[config.mk]
export PLATFORM = sky130hd
export DESIGN_NAME = cmp_error_meter_flat
export DESIGN_NICKNAME = d
export VERILOG_FILES = /design/src/rtl/cmp_meter_pkg.sv /design/src/rtl/cmp_error_meter_if.sv /design/src/rtl/cmp_meter_delay.sv /design/src/rtl/cmp_error_meter.sv /design/src/flat_wrapper.sv
export SDC_FILE = /design/constraint.sdc
export NUM_CORES = 1
export LEC_CHECK = 0
export CAP_MARGIN = 20
export CORE_MARGIN = 2
export CORE_UTILIZATION = 43
export DETAILED_ROUTE_END_ITERATION = 10
export HOLD_SLACK_MARGIN = 0.06
export PLACE_DENSITY = 0.73
export SLEW_MARGIN = 20
export SYNTH_ARGS = -nofsm -noshare
export SYNTH_HDL_FRONTEND = slang
export SYNTH_HIERARCHICAL = 1
export SYNTH_SLANG_ARGS = --single-unit
[constraint.sdc]
create_clock -name clk -period 1.9 [get_ports clk]
set_input_delay 0.19 -clock clk [delete_from_list [all_inputs] [get_ports clk]]
set_output_delay 0.19 -clock clk [all_outputs]
set_load 0.05 [all_outputs]
[src/rtl/cmp_meter_pkg.sv]
// Shared types and constants for the approximate-comparator error meter.
package cmp_meter_pkg;

    typedef enum logic [1:0] {IDLE, SWEEP, DRAIN, DONE} state_t;

    localparam int MAX_W = 16;
    localparam logic [2*MAX_W-1:0] NO_ERR_IDX = '1;

    // The error counter has to reach 2^(2W) inclusive, so it needs one bit more than the index.
    function automatic int cnt_width(input int w);
        return 2 * w + 1;
    endfunction

endpackage

[src/rtl/cmp_error_meter_if.sv]
// Operand/response bus between the error meter (master) and the comparator under test (slave).
interface cmp_error_meter_if #(
    parameter int W = 3
);
    logic [W-1:0] op_a;
    logic [W-1:0] op_b;
    logic         op_valid;
    logic         dut_out;

    modport master (output op_a, output op_b, output op_valid, input dut_out);
    modport slave  (input op_a, input op_b, input op_valid, output dut_out);
endinterface

[src/rtl/cmp_meter_delay.sv]
// LAT-stage shift register that aligns {valid, exp, idx} with the comparator response.
module cmp_meter_delay #(
    parameter int LAT = 0,
    parameter int DW  = 1
) (
    input  logic          clk,
    input  logic          rst,
    input  logic [DW-1:0] din,
    output logic [DW-1:0] dout
);

    generate
        if (LAT == 0) begin : g_pass
            logic unused_clk_rst;
            assign unused_clk_rst = clk ^ rst;
            assign dout = din;
        end else begin : g_pipe
            logic [DW-1:0] stage [LAT];

            always_ff @(posedge clk) begin
                if (rst) begin
                    for (int i = 0; i < LAT; i++) stage[i] <= '0;
                end else begin
                    stage[0] <= din;
                    for (int i = 1; i < LAT; i++) stage[i] <= stage[i-1];
                end
            end

            assign dout = stage[LAT-1];
        end
    endgenerate

endmodule

[src/rtl/cmp_error_meter.sv]
// Exhaustive sweep and mismatch scoring for W-bit approximate "a > b" comparators.
// Optional macro CMP_ERR_SPLIT_EN adds separate false-positive / false-negative counters.
module cmp_error_meter
    import cmp_meter_pkg::*;
#(
    parameter int W       = 3,
    parameter int DUT_LAT = 0,
    parameter int CNT_W   = cnt_width(W)
) (
    input  logic                clk,
    input  logic                rst,
    input  logic                start,
    cmp_error_meter_if.master   cmp,
    output logic                busy,
    output logic                done,
    output logic [CNT_W-1:0]    err_count,
    output logic [2*W-1:0]      first_err_idx
`ifdef CMP_ERR_SPLIT_EN
    ,
    output logic [CNT_W-1:0]    fp_count,
    output logic [CNT_W-1:0]    fn_count
`endif
);

    localparam int IW      = 2 * W;
    localparam int PW      = IW + 2;
    localparam int DRAIN_W = (DUT_LAT > 1) ? $clog2(DUT_LAT) : 1;

    localparam logic [IW-1:0]      LAST_IDX   = '1;
    localparam logic [IW-1:0]      NO_ERR     = NO_ERR_IDX[IW-1:0];
    localparam logic [CNT_W-1:0]   ERR_SAT    = CNT_W'(64'd1 << IW);
    localparam logic [DRAIN_W-1:0] DRAIN_LAST = DRAIN_W'((DUT_LAT > 0) ? DUT_LAT - 1 : 0);

    state_t               state, state_nxt;
    logic [IW-1:0]        idx;
    logic [DRAIN_W-1:0]   drain_cnt;
    logic                 start_ok;
    logic                 exp_now;
    logic                 mismatch;
    logic [PW-1:0]        pipe_in, pipe_out;
    logic                 d_valid, d_exp;
    logic [IW-1:0]        d_idx;

    assign start_ok = start && ((state == IDLE) || (state == DONE));

    always_ff @(posedge clk) begin
        if (rst) state <= IDLE;
        else     state <= state_nxt;
    end

    always_comb begin
        state_nxt = state;
        case (state)
            IDLE, DONE: if (start) state_nxt = SWEEP;
            SWEEP:      if (idx == LAST_IDX) state_nxt = (DUT_LAT == 0) ? DONE : DRAIN;
            DRAIN:      if (drain_cnt == DRAIN_LAST) state_nxt = DONE;
            default:    state_nxt = IDLE;
        endcase
    end

    always_comb begin
        cmp.op_valid = (state == SWEEP);
        busy         = (state == SWEEP) || (state == DRAIN);
        done         = (state == DONE);
    end

    // idx parks on the terminal point, so the operands hold through DRAIN and DONE.
    assign cmp.op_a = idx[IW-1:W];
    assign cmp.op_b = idx[W-1:0];

    always_ff @(posedge clk) begin
        if (rst) begin
            idx       <= '0;
            drain_cnt <= '0;
        end else begin
            if (start_ok)
                idx <= '0;
            else if ((state == SWEEP) && (idx != LAST_IDX))
                idx <= idx + 1'b1;
            drain_cnt <= (state == DRAIN) ? drain_cnt + 1'b1 : '0;
        end
    end

    assign exp_now = cmp.op_a > cmp.op_b;
    assign pipe_in = {cmp.op_valid, exp_now, idx};

    cmp_meter_delay #(
        .LAT (DUT_LAT),
        .DW  (PW)
    ) u_delay (
        .clk  (clk),
        .rst  (rst),
        .din  (pipe_in),
        .dout (pipe_out)
    );

    assign {d_valid, d_exp, d_idx} = pipe_out;
    assign mismatch = d_valid && (cmp.dut_out != d_exp);

    always_ff @(posedge clk) begin
        if (rst || start_ok) begin
            err_count     <= '0;
            first_err_idx <= NO_ERR;
`ifdef CMP_ERR_SPLIT_EN
            fp_count      <= '0;
            fn_count      <= '0;
`endif
        end else if (mismatch) begin
            if (err_count != ERR_SAT) err_count <= err_count + 1'b1;
            if (first_err_idx == NO_ERR) first_err_idx <= d_idx;
`ifdef CMP_ERR_SPLIT_EN
            if (d_exp) fn_count <= fn_count + 1'b1;
            else       fp_count <= fp_count + 1'b1;
`endif
        end
    end

endmodule

[src/flat_wrapper.sv]
// flat-port wrapper written by rule: the top's interface ports become plain ports
module cmp_error_meter_flat import cmp_meter_pkg::*;
#(
    parameter int W       = 3,
    parameter int DUT_LAT = 0,
    parameter int CNT_W   = cnt_width(W)
)
  (clk, rst, start, busy, done, err_count, first_err_idx, cmp_op_a, cmp_op_b, cmp_op_valid, cmp_dut_out);
  cmp_error_meter_if #(.W(W)) cmp_i ();
  input  logic clk;
  input  logic rst;
  input  logic start;
  output logic busy;
  output logic done;
  output logic [CNT_W-1:0] err_count;
  output logic [2*W-1:0] first_err_idx;
  output wire logic [$bits(cmp_i.op_a)-1:0] cmp_op_a;
  output wire logic [$bits(cmp_i.op_b)-1:0] cmp_op_b;
  output wire logic [$bits(cmp_i.op_valid)-1:0] cmp_op_valid;
  input wire logic [$bits(cmp_i.dut_out)-1:0] cmp_dut_out;
  assign cmp_op_a = cmp_i.op_a;
  assign cmp_op_b = cmp_i.op_b;
  assign cmp_op_valid = cmp_i.op_valid;
  assign cmp_i.dut_out = cmp_dut_out;
  cmp_error_meter #(.W(W), .DUT_LAT(DUT_LAT), .CNT_W(CNT_W)) u_core (.clk(clk), .rst(rst), .start(start), .cmp(cmp_i), .busy(busy), .done(done), .err_count(err_count), .first_err_idx(first_err_idx));
endmodule
Yosys cells after proc, flatten, opt, wreduce, memory -nomap -nowiden:

Cells that the tools add are included.

* muxes and demuxes: 4
* equal/unequal tests: 11
* $lt $le $gt $ge: 1
* add/subtract/negate cells: 3
* bitwise gates (word level): 1
* reduce and logical (&&, ||, !) cells: 13

Operators by type and width (count)
* 6-bit equality test, second input constant: 2
* 7-bit by 1-bit adder with 7-bit output, second input constant: 1
* 7-bit != test, second input constant: 1
* 6-bit by 1-bit adder with 6-bit output, second input constant: 1
* 2-bit 2-to-1 mux: 3
* 2-bit != test, second input constant: 3
* 6-bit != test, second input constant: 1
* 2-bit one-hot mux with 3 select lines: 1
* 2-bit OR reduction: 3
* 2-bit equality test, second input constant: 2
* 2-bit AND reduction: 2
* 3-bit > comparator: 1
* 1-bit logical AND: 3
* 1-bit logical OR: 3
* 3-bit AND reduction: 1
* 2-bit by 1-bit equality test with 1-bit output, second input constant: 1
* 2-bit logical NOT: 1
* 1-bit adder, second input constant: 1
* 1-bit != test: 1
* 1-bit NOT: 1

* word-level logic and storage cells: 38
* output and inout bits: 22
* register bits: 22
* input port bits: 4

Longest topological paths before layout:

Gate-level depths: netlist (run 1).

* depth after elaboration: 4
* gate-level depth with buffers: 10
* depth with buffers taken out: 8

Modules after synthesis:

The synthesis (run 1) kept the hierarchy.

Modules (own cells, without submodules)
* cmp_error_meter: sequential area each 440.4 µm², area each 1144.8 µm², cells each 134, instances 1
* cmp_meter_delay: sequential area each 0.0 µm², area each 60.1 µm², cells each 8, instances 1

Least setup slack after synthesis (run 1):

No wires, ideal clock.

* kind: reg2reg
* start: reg u_core.idx[1]
* end: reg u_core.err_count[6]
* cell stages (with the launch flop): 11
* buffers on the path: 2
* library setup time: 70 ps
* slack: -570 ps
* arrival time: 2400 ps
* required time: 1830 ps
* clock period less this slack: 2470 ps
* path through: dfxtp_1 -> inv_1 -> ha_1 -> nor2b_1 -> o21ai_0 -> a32oi_1 -> buf_4 -> xnor2_1 -> buf_2 -> or4_1 -> a21oi_1

* cells in the longest elaborated chain, start to end: 4

Ends and longest elaborated chain
* start: declaration: line cmp_error_meter.sv:35 `logic [IW-1:0] idx;`
* start signal: assignment: line cmp_error_meter.sv:79 `idx <= idx + 1'b1;`
* 3-bit > comparator: line cmp_error_meter.sv:84 `assign exp_now = cmp.op_a > cmp.op_b;`
* via u_core.exp_now: line cmp_error_meter.sv:38 `logic exp_now;`
* 1-bit != test: line cmp_error_meter.sv:98 `assign mismatch = d_valid && (cmp.dut_out != d_exp);`
* 1-bit logical AND: line cmp_error_meter.sv:98
* 2-bit AND reduction (no source line)
* end signal: assignment: line cmp_error_meter.sv:109 `if (err_count != ERR_SAT) err_count <= err_count + 1'b1;`
* end: declaration: line cmp_error_meter.sv:16 `output logic [CNT_W-1:0] err_count,`

The timed path passes the listed nets, and every way through them passes these cells.
A chain may end at the register's enable or synchronous reset.

Worst setup path in the final report (run 1):

* start: reg u_core.idx[1]
* end: reg u_core.err_count[3]

Same word-level chain as after synthesis.

==> results of run 1 <==
worst max-delay path by stage:
| stage | startpoint | end | slack (ps) | cells after the start |
|---|---|---|---|---|
| after detailed placement | u_core/idx[1]$_SDFFE_PP0P_ | u_core/err_count[6]$_SDFFE_PP0P_ | -130 | 8 |
| final | u_core/idx[1]$_SDFFE_PP0P_ | u_core/err_count[3]$_SDFFE_PP0P_ | -110 | 9 |
| after CTS | u_core/idx[1]$_SDFFE_PP0P_ | u_core/err_count[5]$_SDFFE_PP0P_ | -80 | 9 |
| after floorplan | u_core/idx[1]$_SDFFE_PP0P_ | u_core/err_count[6]$_SDFFE_PP0P_ | -80 | 10 |
| after global routing | u_core/idx[1]$_SDFFE_PP0P_ | u_core/err_count[3]$_SDFFE_PP0P_ | -180 | 9 |
| after global placement | u_core/idx[1]$_SDFFE_PP0P_ | u_core/err_count[5]$_SDFFE_PP0P_ | 40 | 8 |
layout make-up:
type	instances	area [sq um]	share of cell area, %
clock buffer	3	22.52	1.320
clock inverter	1	3.754	0.2199
inverter	11	43.79	2.566
multi-input combinational	98	778.2	45.60
sequential	22	457.9	26.83
tap	31	38.79	2.273
timing repair buffer	38	361.6	21.19
flip-flops by register name, summed over array words and instances, names as in the netlist:
name / flops
u_core/err_count: 7
u_core/state: 2
u_core/idx: 6
u_core/drain_cnt: 1
u_core/first_err_idx: 6
cell usage in the layout, fill, tap and decap left out, types with 2 or more instances in the layout:
master           count
ha_1                 7
a21oi_1              6
nor2_1              14
clkdlybuf4s50_1     22
nand2_1             11
buf_4               13
dfxtp_2              2
dfxtp_4              4
and2_1               3
mux2i_1              4
dfxtp_1             16
nor3_1               2
and4_1               2
o31ai_1              2
clkbuf_4             3
inv_1               10
a21oi_2              8
nand4_1              4
nand2b_1             2
or3_1                2
o21ai_0              3
synthesized netlist by cell type (3+ instances only):
cell type,n,share of area (%)
dfxtp_1,22,37
a21oi_1,14,5.8
nor2_1,14,4.4
inv_1,11,3.4
nand2_1,11,3.4
ha_1,9,9.3
buf_4,8,5.0
mux2i_1,4,3.3
nand4_1,4,2.1
o21ai_0,4,1.7
a211oi_1,3,1.9
and2_1,3,1.6
buf_2,3,1.2
o31ai_1,3,1.9
power by group through the flow:
stage               registers [mW]  logic (mW)  clock network [mW]
floorplan                    0.793       0.697                   0
global placement             0.607        1.15                   0
detailed placement           0.611        1.18                   0
CTS                          0.601        1.37               0.228
global route                 0.613        1.46               0.245
finish                       0.601        1.37               0.218
repair_timing:
item,4_1_cts,5_1_grt
setup endpoints to repair,13,14
cloned,1,0
setup buffers,6,0
gates resized for setup,16,3
pin swaps,6,7
critical path, stage by stage, from the launching register on:
cell,delay [ps]
dfxtp_4,380
inv_4,40
ha_4,260
nor2b_4,130
o21ai_2,70
a32oi_2,250
buf_4,200
xnor2_4,100
or3_1,360
a21oi_1,160
per-layer routing:
layer  share of wire (%)  vias up  wire length (um)
met4                 2.5        0                73
met3                 4.8        8               139
li1                    -      555                 -
met2                  52       37              1516
met5                   0        -                 0
met1                  40      529              1173
kinds of logic after synthesis:
group / after synthesis / share of synthesized area [%]
and+or+nand+nor: 49 / 21.70
AOI/OAI and AO/OA: 33 / 17.13
buffers and inverters: 23 / 9.968
DFF: 22 / 36.55
adders and majority gates: 9 / 9.346
muxes: 5 / 4.569
xor gates and xnor gates: 1 / 0.7270
through the flow:
stage                     utilization [%]  cells  hold slack [ps]  area [sq um]  worst slack [ps]
after floorplan                         -    142            259.1          1267            -81.91
after global placement              56.51    193            396.4          1531             38.21
after detailed placement            56.51    193            403.8          1531            -127.6
after CTS                           62.56    204            430.1          1695            -81.33
after global routing                62.97    204            435.1          1707            -181.2
final                               62.97    204            431.8          1707            -107.3
==> metrics.cfg, run 1 <==
[outcome]
status = finished, violations left
violations = setup timing

[global_routing]
met1_usage_pct = 21.10
grt_pass1_wl_um = 4767
antenna_found_initial = 0
overflow = 0
gr-usage-met2_pct = 33.50
grt_use_met3_pct = 4.535
grt_pass1_vias = 1050
grt_max_degree = 20
grt_usage_pct = 18.58
gr-max-usage-layer = met2

[sta]
fin_ws_ps = -107.3
setup_viol = 8
period_share_pct = 105.6
worstMarginPinSlew_ps = 748.8
slew_headroom_pct = 49.62
final.setup.tns_ps = -304.1
drv_slew = 0
timing.fmax_mhz = 498.2
finClkSkew_ps = 4.569
fin_crit_ps = 2007
rsz0062_at_grt = true
hold_viol_final = 0

[drt]
totalWireLength_um = 2903
drtAntennaViolNets = 0
vias = 1129
viasPerCell = 5.534
drtIter0Drc = 35
drt_pre_antenna_iters = 4
drc = 0
wl_per_cell_um = 14.23

[min_path]
min_path_type = reg2reg
min_from = u_core/drain_cnt$_SDFF_PP0_
min_to = u_core/drain_cnt$_SDFF_PP0_
min_path_cells = 1

[worst_setup_path]
critPathMaxFanout = 5
worstRegToRegCells = 9
required_ps = 2140
worstPathArrival_ps = 2250
reg2reg_from = u_core/idx[1]$_SDFFE_PP0P_
setup.worst_path.class = reg2reg
regToRegSetupSlack_ps = -110
end_kind = flop
r2r-end = u_core/err_count[3]$_SDFFE_PP0P_
crit_path_start_kind = flop

[logic_synthesis]
syn-num-nets = 155
ys_ff_latch = 22
async_flop_share_pct = 0
synthCells = 142
synth.distinct_cells = 37
ys.flop_type = dfxtp_1
avgSynthCellArea_sq_um = 8.485
synth-edff-count = 0
syn_area_sq_um = 1205
synth_warnings = 6
synth-seq-area-share_pct = 36.55

[layout]
drive_above_1_share_pct = 28.32
syn2layout_area_growth_pct = 41.64
fin_nets = 187
antennaDiodeCount = 0
fillers = 227

[cts]
clk_pin_slew_worst_paths_ps = 120
cts_tree = yes
cts_buffer_depth = 2
cts_hold_buf = 0
cts_root_buf = clkbuf_4
cts_made_buffers = 3
clock_sinks = 22
htreeDepth = 1
clk_latency_ps = 310

[floorplan]
rows = 19
coreArea_sq_um = 2710
die_area_sq_um = 3242
initial_core_util_pct = 44.46
pin_count = 26
die-height_um = 56.94
die_width_um = 56.94

[placed_design]
dpl.hpwl_um = 2075
io_buffers = 25
place_congestion = 0.8391

[power_and_ir_drop]
power.internal_mw = 1.174
clkPwrFrac_pct = 10.0
p_total_mw = 2.193
switchingPower_mw = 1.019
leakagePower_nw = 0.6606
pwr-share-comb_pct = 62.6
sequentialPowerShare_pct = 27.4
ir_drop_mv = 1.679
p_sw_share_pct = 46.46
powerDensity_nw_per_um2 = 1285

[run]
drv_cap = 0

No activity file was read; power rests on OpenSTA's default activity.
==> run 2: changes to the inputs <==
Settings changed: SKIP_LAST_GASP set to 1.
==> results of run 2 <==
No change in the layout: final DEF, timing and power equal those of run 1.
==> run 3: changes to the inputs <==
Settings changed: PLACE_DENSITY 0.73 to 0.74, SYNTH_HIERARCHICAL 1 to unset.
==> run 3 against run 2 <==
The run now ends clean; fmax up 10%; combinational power fell by 33%; sequential cell count unchanged; synthesized cell count is 9.2% lower; non-clock buffer count is 7 lower; critical path depth down 8.
==> metrics.cfg, run 3 <==
[layout]
antennaDiodeCount = 0  ; unchanged
fin_cells = 192  ; -5.9%
max_flop_register = u_core.err_count
drive_above_1_share_pct = 21.60  ; -6.7 points
reg_top3 = u_core.err_count (7), u_core.first_err_idx (6), u_core.idx (6)
syn2layout_area_growth_pct = 36.04
final_util_pct = 63.10  ; +0.12 points
largest_reg_flops = 7  ; unchanged
fin_nets = 176  ; -5.9%
layout_commonest_cell = clkdlybuf4s50_1
final_cell_area_sq_um = 1592  ; -6.7%
final_cell_mix = 22 x clkdlybuf4s50_1, 14 x dfxtp_1, 13 x nand2_1

[floorplan]
initial_core_util_pct = 46.38  ; +1.9 points
die_width_um = 56.16  ; -1.4%
coreArea_sq_um = 2522  ; -6.9%
pin_count = 26  ; unchanged
die_area_sq_um = 3154  ; -2.7%
die-height_um = 56.16  ; -1.4%
rows = 18  ; -1

[global_routing]
grt_max_degree = 15  ; -25%
grt_pass1_vias = 1034  ; -1.5%
antenna_found_initial = 0  ; unchanged
overflow = 0  ; unchanged
grt_pass1_wl_um = 4671  ; -2.0%
grt_usage_pct = 18.52  ; -0.066 points

[cts]
clock_sinks = 22  ; unchanged
clk_latency_ps = 320  ; about the same
cts_buffer_depth = 2  ; unchanged
cts_tree = yes
cts_setup_buffers = 0  ; -6
cts_root_buf = clkbuf_4
cts_made_buffers = 3  ; unchanged
htreeDepth = 1  ; unchanged
clk_pin_slew_worst_paths_ps = 130  ; about the same

[logic_synthesis]
synthXorXnorAreaFrac_pct = 3.743  ; +3.0 points
synthCells = 129  ; -9.2%
async_flop_share_pct = 0  ; unchanged
avgSynthCellArea_sq_um = 9.069  ; +6.9%
ys.flop_type = dfxtp_1
syn-num-nets = 142  ; -8.4%
syn_area_sq_um = 1170  ; -2.9%
synth-seq-area-share_pct = 37.65  ; +1.1 points
synth_warnings = 0  ; -6
yosysTopAreaCell = dfxtp_1
synth-compound-area-share_pct = 19.25  ; +2.1 points
ys_top_cells_by_count = 22 x dfxtp_1, 13 x nand2_1, 12 x nor2_1, 9 x ha_1, 9 x inv_1
synth-edff-count = 0  ; unchanged
synth_top_family_by_area = simple AND/OR/NAND/NOR gates
yosys.area_share.simple_pct = 21.82  ; +0.12 points
synth.distinct_cells = 38  ; +2.7%
synthMuxAreaShare_pct = 4.278  ; -0.29 points
synth.area.top_cells = dfxtp_1 38%, ha_1 9.6%, o22a_1 4.5%
synth_fa_ha_area_share_pct = 9.626  ; +0.28 points
ys_ff_latch = 22  ; unchanged
yosysMostFrequentCell = dfxtp_1
synth_top_cell_area_share_pct = 37.65  ; +1.1 points

[placed_design]
post-place-ws_ps = 2.406  ; +130.0 ps
io_buffers = 25  ; unchanged
place_congestion = 0.8597  ; +2.5%
dpl.hpwl_um = 2023  ; -2.5%
post_dp_cell_area_sq_um = 1519  ; -0.82%
place_inst = 188  ; -2.6%

[sta]
period_share_pct = 95.94  ; -9.7 points
finClkSkew_ps = 10.12  ; +5.552 ps
worstMarginPinSlew_ps = 512.0  ; -236.8 ps
slew_headroom_pct = 65.76  ; +16 points
setup_viol = 0  ; -8
rsz0062_at_grt = true
final.setup.tns_ps = 0  ; +304.1 ps
hold_viol_final = 0  ; unchanged
fin_ws_ps = 77.18  ; +184.5 ps
drv_slew = 0  ; unchanged
fin_crit_ps = 1823  ; -184.5 ps
timing.fmax_mhz = 548.6  ; +10%

[drt]
viasPerCell = 5.385  ; -2.7%
drtIter0Drc = 12  ; -66%
drtAntennaViolNets = 0  ; unchanged
drt_pre_antenna_iters = 4  ; unchanged
totalWireLength_um = 2702  ; -6.9%
drc = 0  ; unchanged
wl_per_cell_um = 14.07  ; -1.1%
vias = 1034  ; -8.4%

[worst_setup_path]
critPathBufInv = 1  ; -1
worstPathArrival_ps = 1630  ; -620 ps
crit_family = buffers and inverters
slowest_stage = clkdlybuf4s50_1
critPathLaunch = u_core.err_count[2]$_SDFFE_PP0P_
critPathMaxStageDelay_ps = 840  ; +460 ps
reg2reg_from = u_core.idx[1]$_SDFFE_PP0P_
setup.worst_path.class = reg2out
path_cells = clkdlybuf4s50_1
end_kind = output port
required_ps = 1710  ; -430 ps
critPathMaxFanout = 6  ; +1
crit_path_start_kind = flop

[min_path]
min_path_type = reg2reg
min_from = u_core.drain_cnt$_SDFF_PP0_

[power_and_ir_drop]
ir_drop_mv = 1.022  ; -39%
leakagePower_nw = 0.6405  ; -3.0%
powerDensity_nw_per_um2 = 1093  ; -15%

[run]
drv_cap = 0  ; unchanged

[outcome]
status = complete, no violations

## run 3: cell types whose count changed after synthesis, sizes merged, moves of 3 or more
cell,previous run,this run
a21oi,14,6
and2,4,1
buf,11,1
nand2b,2,5
nand3,1,5
o22a,0,6
o31ai,3,0
## run 3: area by class of cell
type	count	area [sq um]
fillers	227	930.9
multi-input cells	96	730.7
flip-flops and latches	22	457.9
repair buffers	31	305.3
well taps	30	37.54
inverters	9	33.78
clock buffers	3	22.52
clock inverters	1	3.754
## run 3: cell families after synthesis
| kind of cell | Yosys count |
|---|---|
| adders and majority gates | 9 |
| buffers and inverters | 11 |
| muxes | 5 |
| and+or+nand+nor | 49 |
| xor gates and xnor gates | 5 |
| DFF | 22 |
| AOI/OAI and AO/OA | 28 |
## run 3: power breakdown
part	switching [mW]	leakage [nW]	internal, mW
combinational	0.571	0.442	0.353
clock	0.152	0.0154	0.0772
sequential	0.0579	0.184	0.528
total	0.782	0.641	0.958
## run 3: per-layer routing
metal / vias to the layer above / track usage (%) / share of wire [%]
li1: 522 / - / -
met1: 480 / 23.44 / 47
met2: 29 / 30.08 / 47
met3: 3 / 5.814 / 5.2
met4: 0 / 5.442 / 0.85
met5: - / 0 / 0
## run 3: repair_timing
action / 4_1_cts / 5_1_grt
setup endpoints to repair: 6 / 11
hold buffers: 0 / 0
resized for setup: 2 / 6
## run 3: worst paths after layout
check                                           to  slack [ps]  depth (start not counted)
setup / recovery                      err_count[2]          80                          1
hold / removal         u_core.drain_cnt$_SDFF_PP0_         450                          1
setup reg to reg  u_core.err_count[3]$_SDFFE_PP0P_          90                          7
hold reg to reg        u_core.drain_cnt$_SDFF_PP0_         450                          1
## run 3: stage by stage
stage | power, mW | hold slack [ps]
finish | 1.740 | 446.2
global route | 1.841 | 449.4
CTS | 1.742 | 443.3
detailed placement | 1.504 | 423.8
global placement | 1.480 | 410.6
floorplan | 1.203 | 262.4
==> variant 1 (settings of run 3) <==
`DUT_LAT` is set to 0 in 2 places; all go to 1.
--- a/src/rtl/cmp_error_meter.sv
+++ b/src/rtl/cmp_error_meter.sv
@@ -4,7 +4,7 @@
     import cmp_meter_pkg::*;
 #(
     parameter int W       = 3,
-    parameter int DUT_LAT = 0,
+    parameter int DUT_LAT = 1,
     parameter int CNT_W   = cnt_width(W)
 ) (
     input  logic                clk,
--- a/src/flat_wrapper.sv
+++ b/src/flat_wrapper.sv
@@ -2,7 +2,7 @@
 module cmp_error_meter_flat import cmp_meter_pkg::*;
 #(
     parameter int W       = 3,
-    parameter int DUT_LAT = 0,
+    parameter int DUT_LAT = 1,
     parameter int CNT_W   = cnt_width(W)
 )
   (clk, rst, start, busy, done, err_count, first_err_idx, cmp_op_a, cmp_op_b, cmp_op_valid, cmp_dut_out);
Formal check against the unedited RTL: not equivalent (Yosys sat finds a counterexample within 4 cycles, from zero or initial values and one cycle with rst high).
==> variant 1 against run 3 <==
Combinational power fell by 14%. Power grew 12%. Sequential cell count increased by 8. Worst setup slack got worse by 0.018 ns. Routed wire length fell by 3.6%. Count of clock-buffer cells in the layout grew 4. Largest power group unchanged. Synthesized area grew 9.3%. Final area increased by 7.0%.
==> variant 1: results (changes against run 3) <==
The run finished with clean final reports. Critical path's largest stage delay: 0.86 ns (+0.02 ns). For the number of distinct library cells after synthesis, the log shows 32 (-16%).

For the placer congestion estimate, the log shows 0.821 (-4.5%). The worst setup slack after placement is -0.0366 ns (-0.0390 ns), and the fraction of synthesized cell area in xor and xnor cells is 4.11% (+0.37 points). The largest registers in the layout are u_core.u_delay.g_pipe.stage: 8 flops, u_core.err_count: 7 flops. The cell depth of the worst flop-to-flop path was 5 (-2); the total number of vias was 1084 (+4.8%). For the number of buffers created by CTS, the log shows 5 (+2). Counting instances in the post-synthesis netlist gives the leading cell types as 30 x sky130_fd_sc_hd__dfxtp_1, 11 x sky130_fd_sc_hd__inv_1, 10 x sky130_fd_sc_hd__ha_1. The top fanout value on the critical path came out at 8 (+2). The worst register-to-register path begins at u_core.state[0]$_SDFFE_PP0P_.

The tools report the violation count after the first detailed-route iteration as 24 (+12). The tools report the endpoint of the worst register-to-register path as u_core.first_err_idx[1]$_SDFFE_PP1P_. The static leakage was 0.679 nW (+5.9%); the routed wire length was 2600 um (-3.6%).

Area fraction in compound gates after synthesis: 18.6% (-0.66 points). Share of layout cells above drive strength 1: 14.0% (-7.7 points). Tracing the worst setup path back leads to its startpoint at u_core.idx[3]$_SDFFE_PP0P_. The tools report the number of H-tree branching levels as 2 (+1).

The share of the clock period used by the worst path works out to 96.9% (+0.97 points). The post-cts resize count was 0 (-2); the worst setup skew after layout was 0.00896 ns (-0.00116 ns). The via count of the first global-routing pass was 993 (-4.0%); the overall routing resource usage was 17.0% (-1.6 points). Critical path arrival: 1.65 ns (+0.02 ns). Following the worst setup path forward leads to its endpoint at cmp_op_a[0]. The mux contribution to synthesized area is 0% (-4.3 points), and the HPWL after detailed placement is 1860 um (-8.0%). The fraction of the yosys area taken by sequential cells is 47.0% (+9.3 points).
[variant 1: power groups by stage]
stage	sequential (mW)	combinational, mW	clock, mW
2_1_floorplan	0.867	0.399	0
3_3_place_gp	0.778	0.778	0
3_5_place_dp	0.780	0.792	0
4_1_cts	0.766	0.795	0.406
5_1_grt	0.777	0.860	0.428
6_report	0.766	0.796	0.390
[variant 1: worst min path at each step]
stage,to,startpoint,slack [ns]
CTS,u_core.drain_cnt$_SDFF_PP0_,u_core.drain_cnt$_SDFF_PP0_,0.43
floorplan,u_core.drain_cnt$_SDFF_PP0_,u_core.drain_cnt$_SDFF_PP0_,0.40
finish,u_core.drain_cnt$_SDFF_PP0_,u_core.drain_cnt$_SDFF_PP0_,0.43
detailed placement,u_core.drain_cnt$_SDFF_PP0_,u_core.drain_cnt$_SDFF_PP0_,0.41
global route,u_core.drain_cnt$_SDFF_PP0_,u_core.drain_cnt$_SDFF_PP0_,0.45
global placement,u_core.drain_cnt$_SDFF_PP0_,u_core.drain_cnt$_SDFF_PP0_,0.41
[variant 1: layout make-up]
type | instances | area (um2) | area share, %
Timing Repair Buffer | 34 | 330 | 19.4
Sequential cell | 30 | 604 | 35.5
Tap cell | 31 | 38.8 | 2.28
Clock inverter | 1 | 5.00 | 0.294
Clock buffer | 7 | 55.1 | 3.23
Inverter | 11 | 41.3 | 2.42
Multi-Input combinational cell | 89 | 628 | 36.9
[variant 1: metal layers]
| metal | up-vias | global-route usage, % | wire [um] | part of all wire [%] |
|---|---|---|---|---|
| met2 | 27 | 25.5 | 1140 | 44 |
| met4 | 0 | 9.97 | 53 | 2.0 |
| met5 | - | 0 | 0 | 0 |
| li1 | 554 | - | - | - |
| met3 | 5 | 4.84 | 126 | 4.8 |
| met1 | 498 | 21.6 | 1280 | 49 |
==> variant 2 (settings of run 3) <==
Without the edit above. Make the reset (`rst`) asynchronous in 3 clocked blocks.
--- a/src/rtl/cmp_meter_delay.sv
+++ b/src/rtl/cmp_meter_delay.sv
@@ -17,7 +17,7 @@
         end else begin : g_pipe
             logic [DW-1:0] stage [LAT];
 
-            always_ff @(posedge clk) begin
+            always_ff @(posedge clk or posedge rst) begin
                 if (rst) begin
                     for (int i = 0; i < LAT; i++) stage[i] <= '0;
                 end else begin
--- a/src/rtl/cmp_error_meter.sv
+++ b/src/rtl/cmp_error_meter.sv
@@ -43,7 +43,7 @@
 
     assign start_ok = start && ((state == IDLE) || (state == DONE));
 
-    always_ff @(posedge clk) begin
+    always_ff @(posedge clk or posedge rst) begin
         if (rst) state <= IDLE;
         else     state <= state_nxt;
     end
@@ -68,7 +68,7 @@
     assign cmp.op_a = idx[IW-1:W];
     assign cmp.op_b = idx[W-1:0];
 
-    always_ff @(posedge clk) begin
+    always_ff @(posedge clk or posedge rst) begin
         if (rst) begin
             idx       <= '0;
             drain_cnt <= '0;
Behaviour: differs if rst is asserted again (counterexample within 4 cycles, from zero or initial values and one cycle with rst high); with rst held inactive, the same outputs for 10 cycles.
==> variant 2 against run 3 <==
The flow now finishes with violations (setup timing). Routed wire length rose by 4.8%. Sequential cell count unchanged. Die area is 4.9% lower. Final cell count grew 3.1%. Critical path type is now reg2reg. Critical path depth increased by 7. Final area grew 7.8%. Synthesized area shrank 5.2%. Register-to-register slack got worse by 0.16 ns. Via count is 4.3% higher. First-iteration DRC count rose by 130%. Highest routed layer unchanged. Utilization up 6.8 points. Worst setup slack worse by 0.14 ns.
Power is not compared: it rests on default switching activity, and its combinational part moved more than twofold at a synthesized area within 25%.
==> variant 2: results (changes against run 3) <==
The run finished, with violations left. The final reports fail on setup timing. The overall routing resource usage was 20.5% (+2.0 points); the global routing met3 resource utilization was 4.10% (-1.7 points).

The met2 layer usage reported by global route came out at 36.1% (+6.0 points). The tools report the final critical-path setup slack as -0.0664 ns (-0.144 ns). For the total nets after synthesis, the log shows 138 (-2.8%). The mux contribution to synthesized area was 1.81% (-2.5 points).

For the remaining max-slew budget at the tightest pin, the log shows 65.6% (-0.17 points). The tools report the critical path arrival as 2.22 ns (+0.59 ns). The HPWL after detailed placement is 1980 um (-2.2%), and the number of inserted filler cells in the final layout is 187 (-18%). The placer congestion estimate is 0.803 (-6.5%), and the violation count after the first detailed-route iteration is 28 (+16). The critical path's largest stage delay works out to 0.44 ns (-0.40 ns).

The cell total after placement is 190 (+1.1%), and the total setup buffers inserted after CTS is 2 (+2). The min-delay analysis places its worst path in the category in2async. The mean instance size in the synthesized netlist was 8.87 um2 (-2.2%). The top fanout value on the critical path was 4 (-2). The fraction of registers with async set or reset after synthesis is 40.9% (+41 points).

By area the synthesized netlist is led by sky130_fd_sc_hd__dfxtp_1 23%, sky130_fd_sc_hd__dfrtp_1 20%, sky130_fd_sc_hd__ha_1 10%. The logs give 1 (-1) for the post-cts resize count and 5 (+5) for the final count of negative-setup-slack endpoints. The total number of vias was 1078 (+4.3%). The length of routed met2 wiring is 1470 um (+15%).

First-pass GRT wire length: 4310 um (-7.8%).
variant 2: path summary, 6_finish.rpt:
kind / end / slack (ns) / cells past startpoint
max: u_core.err_count[3]$_SDFFE_PP0P_ / -0.07 / 8
max reg2reg: u_core.err_count[3]$_SDFFE_PP0P_ / -0.07 / 8
min in group clk: u_core.drain_cnt$_DFF_PP0_ / 0.43 / 1
min reg2reg: u_core.drain_cnt$_DFF_PP0_ / 0.43 / 1
max in group asynchronous: u_core.idx[3]$_DFFE_PP0P_ / 1.53 / 3
min: u_core.idx[2]$_DFFE_PP0P_ / 0.21 / 3
variant 2: cell type report:
cell class | count | area, um2 | share of cell area, %
clock buffers | 4 | 36.3 | 2.12
flip-flops and latches | 22 | 493 | 28.7
inverters | 10 | 37.5 | 2.19
multi-input cells | 92 | 729 | 42.5
repair buffers | 40 | 382 | 22.2
well taps | 30 | 37.5 | 2.19
